===== src/rtl/mem_access_unit.sv =====
// MEM-stage access controller: issues word-aligned, byte-lane-strobed requests to a
// variable-latency data memory, extends load data and stalls the pipeline until done.
module mem_access_unit #(
   parameter int DATA_BITS = 32,
   parameter int ADDR_BITS = 32
) (
   input  logic                 clk,
   input  logic                 rst_n,
   input  logic                 MemWrite,
   input  logic                 MemToReg,
   input  logic                 Sb,
   input  logic                 Sh,
   input  logic [1:0]           ExtrWord,
   input  logic                 ExtrSigned,
   input  logic [ADDR_BITS-1:0] result_1,
   input  logic [DATA_BITS-1:0] regfile_out2,
   input  logic                 pipe_go,
   output logic                 dm_req,
   output logic                 dm_we,
   output logic [ADDR_BITS-1:0] dm_addr,
   output logic [DATA_BITS-1:0] dm_wdata,
   output logic [3:0]           dm_be,
   input  logic                 dm_ack,
   input  logic [DATA_BITS-1:0] dm_rdata,
   output logic [DATA_BITS-1:0] load_data,
   output logic                 advance,
   output logic                 addr_err
);

   typedef enum logic [1:0] {IDLE, BUSY, DONE} state_t;

   state_t               state;
   logic                 access;
   logic                 store;
   logic                 sz_byte;
   logic                 sz_half;
   logic                 misaligned;
   logic [1:0]           off;
   logic [3:0]           be_next;
   logic [DATA_BITS-1:0] wdata_next;

   logic                 is_load_r;
   logic                 sz_byte_r;
   logic                 sz_half_r;
   logic                 sign_r;
   logic [1:0]           off_r;

   // Shift the addressed lane down to bit 0 and extend it to the full width.
   function automatic logic [DATA_BITS-1:0] extend_load(
      input logic [DATA_BITS-1:0] rdata,
      input logic [1:0]           lane,
      input logic                 byte_sel,
      input logic                 half_sel,
      input logic                 sgn
   );
      logic [DATA_BITS-1:0] shifted;
      extend_load = rdata;
      if (byte_sel) begin
         shifted = rdata >> {lane, 3'b000};
         extend_load = {{(DATA_BITS-8){sgn & shifted[7]}}, shifted[7:0]};
      end else if (half_sel) begin
         shifted = rdata >> {lane[1], 4'b0000};
         extend_load = {{(DATA_BITS-16){sgn & shifted[15]}}, shifted[15:0]};
      end
   endfunction

   always_comb begin
      access     = MemWrite | MemToReg;
      store      = MemWrite;
      off        = result_1[1:0];
      sz_byte    = 1'b0;
      sz_half    = 1'b0;
      be_next    = 4'b1111;
      wdata_next = regfile_out2;
      if (store) begin
         sz_byte = Sb;
         sz_half = !Sb && Sh;
      end else begin
         sz_byte = (ExtrWord == 2'b01);
         sz_half = (ExtrWord == 2'b10);
      end
      misaligned = access && ((sz_half && off[0]) ||
                              (!sz_byte && !sz_half && (off != 2'b00)));
      if (store && sz_byte) begin
         be_next    = 4'b0001 << off;
         wdata_next = {4{regfile_out2[7:0]}};
      end else if (store && sz_half) begin
         be_next    = off[1] ? 4'b1100 : 4'b0011;
         wdata_next = {2{regfile_out2[15:0]}};
      end
   end

   assign addr_err = (state == IDLE) && misaligned;
   assign advance  = ((state == IDLE) && (!access || misaligned)) || (state == DONE);

   always_ff @(posedge clk or negedge rst_n) begin
      if (!rst_n) begin
         state     <= IDLE;
         dm_req    <= 1'b0;
         dm_we     <= 1'b0;
         dm_addr   <= '0;
         dm_wdata  <= '0;
         dm_be     <= 4'b0000;
         load_data <= '0;
         is_load_r <= 1'b0;
         sz_byte_r <= 1'b0;
         sz_half_r <= 1'b0;
         sign_r    <= 1'b0;
         off_r     <= 2'b00;
      end else begin
         case (state)
            IDLE: begin
               if (access && !misaligned) begin
                  dm_req    <= 1'b1;
                  dm_we     <= store;
                  dm_addr   <= {result_1[ADDR_BITS-1:2], 2'b00};
                  dm_wdata  <= wdata_next;
                  dm_be     <= be_next;
                  is_load_r <= !store;
                  sz_byte_r <= sz_byte;
                  sz_half_r <= sz_half;
                  sign_r    <= ExtrSigned;
                  off_r     <= off;
                  state     <= BUSY;
               end
            end
            BUSY: begin
               if (dm_ack) begin
                  dm_req <= 1'b0;
                  if (is_load_r)
                     load_data <= extend_load(dm_rdata, off_r, sz_byte_r, sz_half_r, sign_r);
                  state <= DONE;
               end
            end
            DONE: begin
               // Hold here until the pipeline actually moves so one access is never issued twice.
               if (pipe_go)
                  state <= IDLE;
            end
            default: state <= IDLE;
         endcase
      end
   end

endmodule


===== config.mk =====
export PLATFORM = sky130hd
export DESIGN_NAME = mem_access_unit
export DESIGN_NICKNAME = d
export VERILOG_FILES = /design/src/rtl/mem_access_unit.sv
export SDC_FILE = /design/constraint.sdc
export NUM_CORES = 1
export LEC_CHECK = 0
export ABC_CLOCK_PERIOD_IN_PS = 5400
export CORE_MARGIN = 5
export CORE_UTILIZATION = 30
export CTS_BUF_LIST = sky130_fd_sc_hd__clkbuf_8
export CTS_CLUSTER_DIAMETER = 150
export CTS_CLUSTER_SIZE = 25
export DETAILED_ROUTE_END_ITERATION = 8
export HOLD_SLACK_MARGIN = 0.15
export PLACE_DENSITY_LB_ADDON = 0.25
export REMOVE_ABC_BUFFERS = 1
export SKIP_LAST_GASP = 1
export SYNTH_ARGS = -nofsm -noshare
export SYNTH_HDL_FRONTEND = slang
export SYNTH_SLANG_ARGS = --single-unit

===== constraint.sdc =====
create_clock -name clk -period 5.4 [get_ports clk]
set_clock_uncertainty 0.1 [all_clocks]
set_input_delay 0.81 -clock clk [delete_from_list [all_inputs] [get_ports clk]]
set_output_delay 0.81 -clock clk [all_outputs]
set_load 0.1 [all_outputs]

== Yosys cells after proc, flatten, opt, wreduce, memory -nomap -nowiden ==
Index checks and enable logic that the tools add are counted.

* Flip-flop bits (word level): 108
* Bits in latches: 0
* RAM bits: 0
* Bits in read-only memories: 0
* Logic and storage cells: 67
* Memories kept: 0

* Add/subtract/negate cells: 0
* Multiply operators: 0
* Div/mod/pow operators: 0
* Order comparisons: 0
* Equality and inequality tests: 7
* Shifts and indexed selects: 3
* Multiplexer cells: 16
* Bitwise operators: 3
* Reduce and logical (&&, ||, !) cells: 26

{| class="wikitable"
|+ Operators with widths
! operator !! number
|-
| $mux 32 || 4
|-
| $shr 32x5->16 || 1
|-
| $shr 32x5->8 || 1
|-
| $mux 4 || 3
|-
| $logic_and 1x1->1 || 10
|-
| $reduce_and 3->1 || 3
|-
| $logic_not 1->1 || 6
|-
| $mux 2 || 3
|-
| $pmux 2 s3 || 1
|-
| $eq 2x1->1 const B || 2
|-
| $eq 2x2->1 const B || 2
|-
| $mux 1 || 4
|-
| $ne 2x2->1 const B || 2
|-
| $reduce_bool 2->1 || 2
|-
| $shl 1x2->4 const A || 1
|-
| $logic_or 1x1->1 || 3
|-
| $and 1x1->1 || 2
|-
| $logic_not 2->1 || 1
|-
| $ne 2x1->1 const B || 1
|-
| $pmux 1 s2 || 1
|-
| $reduce_and 2->1 || 1
|-
| $or 1x1->1 || 1
|}

== Logic depth before layout (Yosys ltp) ==
* Depth after elaboration: 12
* Gate-level depth with buffers: 7
* Depth with buffers taken out: 4

== Worst setup path before layout ==
Ideal clock, no wire load.

* Kind: input to output
* From: input Sb
* To: output advance
* Arrival time: 2.962 ns
* Required time: 4.490 ns
* Path slack: 1.528 ns
* Cell stages on the path: 5
* Path buffers: 1
* Path through: buf_4 -> nor2_1 -> mux2i_1 -> nand2b_1 -> a31oi_1

* Word-level cells in the longest chain between the ends: 11
* Elaborated cells between the ends (all ways): 14
* Those cells by class: 2 x mux; 12 x reduce/logical

{| class="wikitable"
|+ RTL lines
! element !! line !! RTL
|-
| start, declared || 11 || <nowiki>input logic Sb,</nowiki>
|-
| $logic_not 1->1 || 77 || <nowiki>sz_half = !Sb && Sh;</nowiki>
|-
| $logic_and 1x1->1 || 77 ||
|-
| $mux 1 || 75 || <nowiki>if (store) begin</nowiki>
|-
| $logic_not 1->1 || 83 || <nowiki>(!sz_byte && !sz_half && (off != 2'b00)));</nowiki>
|-
| $logic_and 1x1->1 (2 in series) || 83 ||
|-
| $logic_or 1x1->1 * || 82 || <nowiki>misaligned = access && ((sz_half && off[0]) ||</nowiki>
|-
| $logic_and 1x1->1 * || 82 ||
|-
| $logic_or 1x1->1 * || 94 || <nowiki>assign advance = ((state == IDLE) && (!access || misaligned)) || (state == DONE);</nowiki>
|-
| $logic_and 1x1->1 * || 94 ||
|-
| $logic_or 1x1->1 * || 94 ||
|-
| end, declared || 26 || <nowiki>output logic advance,</nowiki>
|}

Mark *: on every way between the ends. The rest lies on a longest branch, timed or not.

== Worst setup path after layout ==
* From: input Sb
* To: output addr_err

* Word-level cells in the longest chain between the ends: 9
* Elaborated cells between the ends (all ways): 12
* Those cells by class: 2 x mux; 10 x reduce/logical

{| class="wikitable"
|+ RTL lines
! element !! line !! RTL
|-
| $logic_not 1->1 || 77 ||
|-
| $logic_and 1x1->1 || 77 ||
|-
| $mux 1 || 75 ||
|-
| $logic_not 1->1 || 83 ||
|-
| $logic_and 1x1->1 (2 in series) || 83 ||
|-
| $logic_or 1x1->1 * || 82 ||
|-
| $logic_and 1x1->1 * || 82 ||
|-
| $logic_and 1x1->1 * || 93 || <nowiki>assign addr_err = (state == IDLE) && misaligned;</nowiki>
|-
| end, declared || 27 || <nowiki>output logic addr_err</nowiki>
|}

Marked as above.

==> results.sh <==
export IMPL_numCtsBuffers=9
export IMPL_ys_seq_elements=108
export IMPL_critical_path_class="in2out"
export IMPL_stdcell_count=842
export IMPL_hold_path_class="reg2reg"
export IMPL_cts_setup_buffers=0
export IMPL_drcViolationCount=0
export IMPL_die_h_um=145.4
export IMPL_rr_startpoint="off_r[1]$_DFFE_PN0P_"
export IMPL_reg2reg_depth=4
export IMPL_final_layout_size_suffix_gt1_frac=0.2137
export IMPL_htreeDepth=3
export IMPL_dieArea_sq_um=21140
export IMPL_initial_core_util=0.3051
export IMPL_hold_buffers=0
export IMPL_async_flop_share=1.000
export IMPL_grt_pass1_vias=4661
export IMPL_synth_flop_cell="dfrtp_1"
export IMPL_min_to="dm_req$_DFFE_PN0P_"
export IMPL_synth_edf_count=0
export IMPL_hpwl_mm=11.45
export IMPL_start_kind="primary input"
export IMPL_vias=4139
export IMPL_crit_path_cell_trace="clkdlybuf4s50_1, nor2b_1, a21oi_1, a21oi_1, nor2_1, buf_4"
export IMPL_ant_nets=0
export IMPL_crit_buf_inv=2
export IMPL_rsz0062_at_grt="no"
export IMPL_synth_area_sq_um=5499
export IMPL_grt_overflow=0
export IMPL_netlist_instances=415
export IMPL_period_needed_ns=3.930
export IMPL_cp_common_cell="a21oi_1"
export IMPL_crit_path_top_delay_cell="clkdlybuf4s50_1"
export IMPL_cts_tree="done"
export IMPL_wl_per_cell_um=18.87
export IMPL_synth_common_cells="108 x dfrtp_1, 55 x mux2_4, 39 x mux2_2, 29 x nand2_1, 20 x mux2i_1"
export IMPL_die_w_um=145.4
export IMPL_synth_area_leaders="dfrtp_1 49%, mux2_4 15%, mux2_2 8.0%"
export IMPL_setup_viol=0
export IMPL_num_rows=49
export IMPL_nets=715
export IMPL_relSlewSlack=0.2947
export IMPL_yosysWarnings=0
export IMPL_clk_latency_ns=0.37
export IMPL_cpPeakStageDelay_ns=0.77
export IMPL_clock_fmax_ghz=0.2544
export IMPL_viasPerCell=4.916
export IMPL_period_share=0.7278
export IMPL_worstPathArrival_ns=3.02
export IMPL_cts_resized=0
export IMPL_synth_most_common_cell="dfrtp_1"
export IMPL_cp_top_family="buffers and inverters"
export IMPL_stdcell_area_sq_um=7890
export IMPL_required_ns=4.49
export IMPL_r2r_slack_ns=3.02
export IMPL_core_sq_um=18020
export IMPL_yosysUniqueCellTypes=44
export IMPL_slew_viol_final=0
export IMPL_synth_avg_cell_area_sq_um=13.25
export IMPL_post_place_cells=826
export IMPL_post_route_util=0.4377
export IMPL_syn_to_final_growth_pct=43.48
export IMPL_end_kind="primary output"
export IMPL_cts_reportedPaths_clkPinSlew_ns=0.09
export IMPL_finalHoldViolCount=0
export IMPL_portBuffers=208
export IMPL_dpl_cell_area_sq_um=7715
export IMPL_synth_top_area_share=0.4915
export IMPL_grt_pass1_wl_mm=25.52
export IMPL_routabilityCongestion=0.7838
export IMPL_firstDrtPassIters=5
export IMPL_hp_start="dm_req$_DFFE_PN0P_"
export IMPL_ios=211
export IMPL_grt_use_total=0.1488
export IMPL_wl_mm=15.89
export IMPL_r2r_end="load_data[0]$_DFFE_PN0P_"
export IMPL_worst_slew_pin_slew_ns=1.055
export IMPL_drt_iter0_drc=131
export IMPL_antenna_found_initial=1
export IMPL_ys_seq_area_frac=0.4915
export IMPL_cts_max_path_buffers=2
export IMPL_path_max_fanout=17
export IMPL_clockRootBuffer="clkbuf_8"
export IMPL_antennaDiodeCount=0
export IMPL_yosysTopAreaCell="dfrtp_1"
export IMPL_clkSinkCount=108
export IMPL_min_path_cells=2
export IMPL_drv_cap=0
export IMPL_grt_max_degree=67
export IMPL_path_depth=6
export IMPL_status="completed"
through the flow:
stage	setup TNS [ns]	hold WS (ns)	setup slack, ns
global route	0	0.4269	1.315
CTS	0	0.4017	1.506
global placement	0	0.3625	1.586
finish	0	0.3914	1.470
detailed placement	0	0.3774	1.517
floorplan	-114.98	0.4001	-1.630
cell type report:
class	instances	area, sq um
multi-input cells	271	2582
repair buffers	213	2125
well taps	229	286.5
flip-flops and latches	108	2703
clock buffers	9	123.9
inverters	5	18.77
clock inverters	7	51.30
fillers	1692	10130
worst max path at each step:
stage	startpoint	end	slack [ns]
5_1_grt	Sb	addr_err	1.32
2_1_floorplan	ExtrWord[0]	dm_addr[31]$_DFFE_PN0P_	-1.63
4_1_cts	Sb	addr_err	1.51
3_5_place_dp	Sb	addr_err	1.52
3_3_place_gp	Sb	addr_err	1.59
6_report	Sb	addr_err	1.47
cells in the final DEF (no fill, tap or decap), types with 7 or more instances in the layout:
master,netlist,layout
o211ai_1,10,10
mux2_4,55,55
dfrtp_1,108,108
o21a_1,8,8
mux4_2,7,7
a22o_1,16,16
o22a_1,16,16
a21oi_1,19,19
mux2_2,39,39
o21ai_0,14,14
clkbuf_8,0,9
clkdlybuf4s50_1,0,205
nand2_1,29,29
mux2i_1,20,20
buf_4,3,7
tightest hold or removal path: stages, from the launching register on:
cell and delay, ns:
dfrtp_1 0.36, nand2_1 0.05, nand2_1 0.06
logic make-up (layout without fill, tap and decap cells):
logic type	count (synthesis)	in the layout	synth area share
multiplexers	121	121	0.2951
flip-flops	108	108	0.4915
AO/OA/AOI/OAI	93	93	0.1220
AND/OR/NAND/NOR	54	54	0.04915
buffers and inverters	37	234	0.04004
other	1	2	0.0006819
XOR/XNOR	1	1	0.001593
registers in the layout, summed over array words and instances, names as in the netlist:
register / count
state: 2
sz_byte_r: 1
sign_r: 1
load_data: 32
is_load_r: 1
dm_addr: 30
dm_we: 1
dm_wdata: 32
sz_half_r: 1
off_r: 2
dm_req: 1
dm_be: 4
per-layer routing:
metal,global-route usage,share of wire,up-vias
met1,0.1799,0.42,2065
met2,0.2401,0.46,162
met5,0,0.00082,-
met4,0.02938,0.0076,2
met3,0.07661,0.11,11
li1,-,-,1899
Power is not shown: default switching activity piles up to over one toggle a cycle in this logic, so the estimate is an artifact.
==> edit 1, RTL diff (same flow settings) <==
Change the parameter `ADDR_BITS` from 32 to 16.
--- a/src/rtl/mem_access_unit.sv
+++ b/src/rtl/mem_access_unit.sv
@@ -3,5 +3,5 @@
 module mem_access_unit #(
    parameter int DATA_BITS = 32,
-   parameter int ADDR_BITS = 32
+   parameter int ADDR_BITS = 16
 ) (
    input  logic                 clk,
Ports: changed (resized dm_addr and result_1); port bits go from 211 to 179. No check against the original RTL was run, so the function may have changed too.
==> edit 1 against the unedited design <==
Setup slack improved by 330 ps. Sequential share of layout area down 0.87 points. Count of clock-buffer cells in the layout grew 1. Routed wire length shrank 13%. Synthesized area shrank 14%. Final area down 13%. Sequential cell count fell by 16. Largest cell class unchanged.
Power is not shown: default switching activity piles up to over one toggle a cycle in this logic, so the estimate is an artifact.
==> edit 1: results (changes against the unedited design) <==
Synthesis
  • Area contributors post-synth: dfrtp_1, mux2_2, mux2_4
  • Post-synth top cells: dfrtp_1, mux2_2, nand2_1
  • Netlist cell types: 46 (+4.5%)

Route
  • Wl on met1: 5.98 mm (-11%)
  • Met3 WL: 1.48 mm (-15%)
  • Met2 WL post-DR: 6.14 mm (-16%)
  • Total number of vias: 3696 (-11%)
  • Max layer used: met4
  • Per-cell routed wire length: 18.0 um (-4.7%)
  • DRT iter0 DRCs: 119 (-9.2%)
  • Drt pass-1 iters: 4 (-1)

GRT
  • Initial antenna violation count: 0 (-1)
  • First-pass GRT wire length: 22.0 mm (-14%)
  • Met3 Use GR: 0.0648 (-0.0118)
  • Vias in the first global route: 4029 (-14%)
  • Met2 usage: 0.238 (-0.00197)
  • Pin count of the biggest net entering global routing: 54 (-19%)
  • GR Util All Layers: 0.153 (+0.00429)
  • Met1 usage: 0.193 (+0.0128)

Hold path
  • Hold Path Class: in2async

Worst setup path
  • CP arrival: 2690 ps (-330 ps)

Run status
  • Status: finished clean

Place
  • IO buf count: 176 (-15%)

Layout
  • FILL cells: 1468 (-13%)

STA
  • Max-slew headroom: 0.311 (+0.0167)
==> edit 1: changes by cell type after synthesis, moves of 2 or more <==
cell / delta
mux2_2: +24
dfrtp_1: -16
buf_6: -4
buf_2: +2
mux2_4: -40
clkbuf_1: +2
==> edit 1: cell families after synthesis <==
kind of cell,count (synthesis),share of synthesized area
XOR/XNOR,1,0.00184
AND/OR/NAND/NOR,54,0.0576
AO/OA/AOI/OAI,93,0.144
flip-flops,92,0.484
multiplexers,105,0.273
other,1,0.000789
buffers and inverters,35,0.0387
==> edit 1: critical path, cell delays in order <==
cell             delay (ps)
clkdlybuf4s50_1         390
buf_4                   200
nor2b_1                 600
a21oi_1                 210
a21oi_1                 180
nor2_1                   70
buf_4                   230
==> edit 1: worst paths after layout <==
path	start	depth (start not counted)	slack, ps	to
worst max-delay path	Sb	7	1800	addr_err
worst min-delay path	rst_n	1	310	load_data[11]
worst max register to register	off_r[1]	4	3020	load_data[16]
worst min register to register	dm_req	2	390	dm_req
max in group asynchronous	rst_n	2	3790	load_data[7]
min in group clk	dm_req	2	390	dm_req
==> edit 1: metrics by stage <==
stage | std cells | hold slack (ps) | area [um^2] | utilization
floorplan | 352 | 400 | 4590 | -
global placement | 751 | 364 | 6670 | 0.425
detailed placement | 751 | 371 | 6670 | 0.425
CTS | 767 | 309 | 6900 | 0.439
global route | 767 | 335 | 6900 | 0.439
finish | 767 | 310 | 6900 | 0.439
==> edit 1: final cells by class <==
| type | count | area [um^2] | area share |
|---|---|---|---|
| clock inverters | 6 | 87.6 | 0.0127 |
| multi-input cells | 255 | 2270 | 0.330 |
| inverters | 5 | 18.8 | 0.00272 |
| repair buffers | 183 | 1810 | 0.262 |
| flip-flops and latches | 92 | 2300 | 0.334 |
| well taps | 216 | 270 | 0.0392 |
| clock buffers | 10 | 138 | 0.0200 |
==> edit 2, RTL diff (same flow settings) <==
Made on the original files. Re-encode `state_t` (3 states) as one-hot, 3 bits wide.
--- a/src/rtl/mem_access_unit.sv
+++ b/src/rtl/mem_access_unit.sv
@@ -28,5 +28,5 @@
 );
 
-   typedef enum logic [1:0] {IDLE, BUSY, DONE} state_t;
+   typedef enum logic [2:0] {IDLE = 3'b001, BUSY = 3'b010, DONE = 3'b100} state_t;
 
    state_t               state;
Behaviour: same outputs for any inputs over 4 cycles, from zero or initial values and one cycle with rst_n low; so few cycles prove little.
==> edit 2 against the unedited design <==
Hold slack got worse by 4.0 ps. Synthesized area rose by 0.34%. Final area increased by 0.49%. Routed wire length down 0.97%. Setup slack worse by 85 ps. Non-clock buffer count is 1 lower. Final cell count up 3.2%. Count of clock-buffer cells in the layout increased by 2. Critical path type unchanged. Sequential share of layout area grew 0.16 points. Register-to-register slack worse by 120 ps. Sequential cell count increased by 1. Maximum frequency decreased by 2.1%.
Power is left out: the tool's default activity adds up to more than one toggle a clock period on the data nets, which glitch-free logic cannot reach.
==> edit 2: results (changes against the unedited design) <==
Worst setup path
  • R2r endpoint: dm_be[3]
  • Reg-to-Reg Start: state[0]
  • Worst Path Max Fanout: 14 (-3)
  • Reg-to-reg slack, setup: 2900 ps (-120 ps)
  • R2R cell count: 5 (+1)
  • CP arrival: 3110 ps (+90 ps)
  • CP max stage cell: clkdlybuf4s50_1

Run status
  • Status: finished clean

Layout
  • FILL cells: 1656 (-2.1%)
  • Final #Nets: 742 (+3.8%)

GRT
  • First-pass GRT wire length: 25.4 mm (-0.46%)
  • Initial antenna violation count: 0 (-1)
  • GR Util All Layers: 0.146 (-0.00244)
  • Vias in the first global route: 4493 (-3.6%)
  • Pin count of the biggest net entering global routing: 68 (+1.5%)

Route
  • Drt pass-1 iters: 4 (-1)
  • DRT iter0 DRCs: 211 (+61%)
  • Total number of vias: 4177 (+0.92%)

Hold path
  • WHS Endpoint: load_data[23]

Place
  • Post-DP HPWL: 11.4 mm (-0.13%)
  • GPL Wtd Cong: 0.761 (-2.9%)

Synthesis
  • Post-synth top cells: dfrtp_1, mux2_4, nand2_1
  • Area contributors post-synth: dfrtp_1, mux2_4, mux2_2
  • Post-synthesis sequential area ratio: 0.495 (+0.00309)

STA
  • Max-slew headroom: 0.312 (+0.0177)
==> edit 2: cell types whose count changed in the layout (fill, tap and decap cells not counted), sizes merged, moves of 9 or more <==
cell    delta
a22o      -16
nand2     +19
o211ai     -9
o21ai     +35
o22a      -16
==> edit 2: final cells by class <==
| class | instances | share of cell area |
|---|---|---|
| Clock inverter | 5 | 0.00442 |
| Timing Repair Buffer | 212 | 0.267 |
| Tap cell | 229 | 0.0361 |
| Sequential cell | 109 | 0.344 |
| Inverter | 7 | 0.00331 |
| Multi-Input combinational cell | 296 | 0.326 |
| Clock buffer | 11 | 0.0191 |
==> edit 2: critical path: cells and delay by family <==
family / cells / cell delay (ps)
AO/OA/AOI/OAI: 2 / 720
buffers and inverters: 3 / 1430
AND/OR/NAND/NOR: 1 / 150
==> edit 2: how the worst max path moves through the flow <==
stage	startpoint	cells after the start	slack, ps	to
finish	MemWrite	6	1380	addr_err
global route	MemWrite	6	1170	addr_err
CTS	MemWrite	6	1390	addr_err
detailed placement	MemWrite	6	1380	addr_err
global placement	MemWrite	6	1420	addr_err
floorplan	MemWrite	4	850	addr_err
==> edit 2: per-stage QoR <==
step	hold WS, ps	instance area, um^2	utilization	setup slack, ps	cells
final	387	7930	0.440	1380	869
after CTS	394	7930	0.440	1390	869
after global routing	412	7930	0.440	1170	869
after floorplan	389	5320	-	847	412
after global placement	367	7740	0.430	1420	853
after detailed placement	371	7740	0.430	1380	853
==> edit 2: routing by layer <==
metal	track usage	part of all wire	wire length, um
met3	0.0427	0.074	1170
met1	0.195	0.45	7100
met2	0.228	0.46	7200
met5	0	0	0
met4	0.0513	0.017	269
==> edit 2: kinds of logic (layout without fill, tap and decap cells) <==
logic type	after synthesis	after routing	synth area share
AOI/OAI and AO/OA	100	100	0.108
xor gates and xnor gates	1	1	0.00159
buffers and inverters	41	235	0.0406
DFF	109	109	0.495
muxes	114	114	0.290
other	1	2	0.000680
and+or+nand+nor	79	79	0.0639
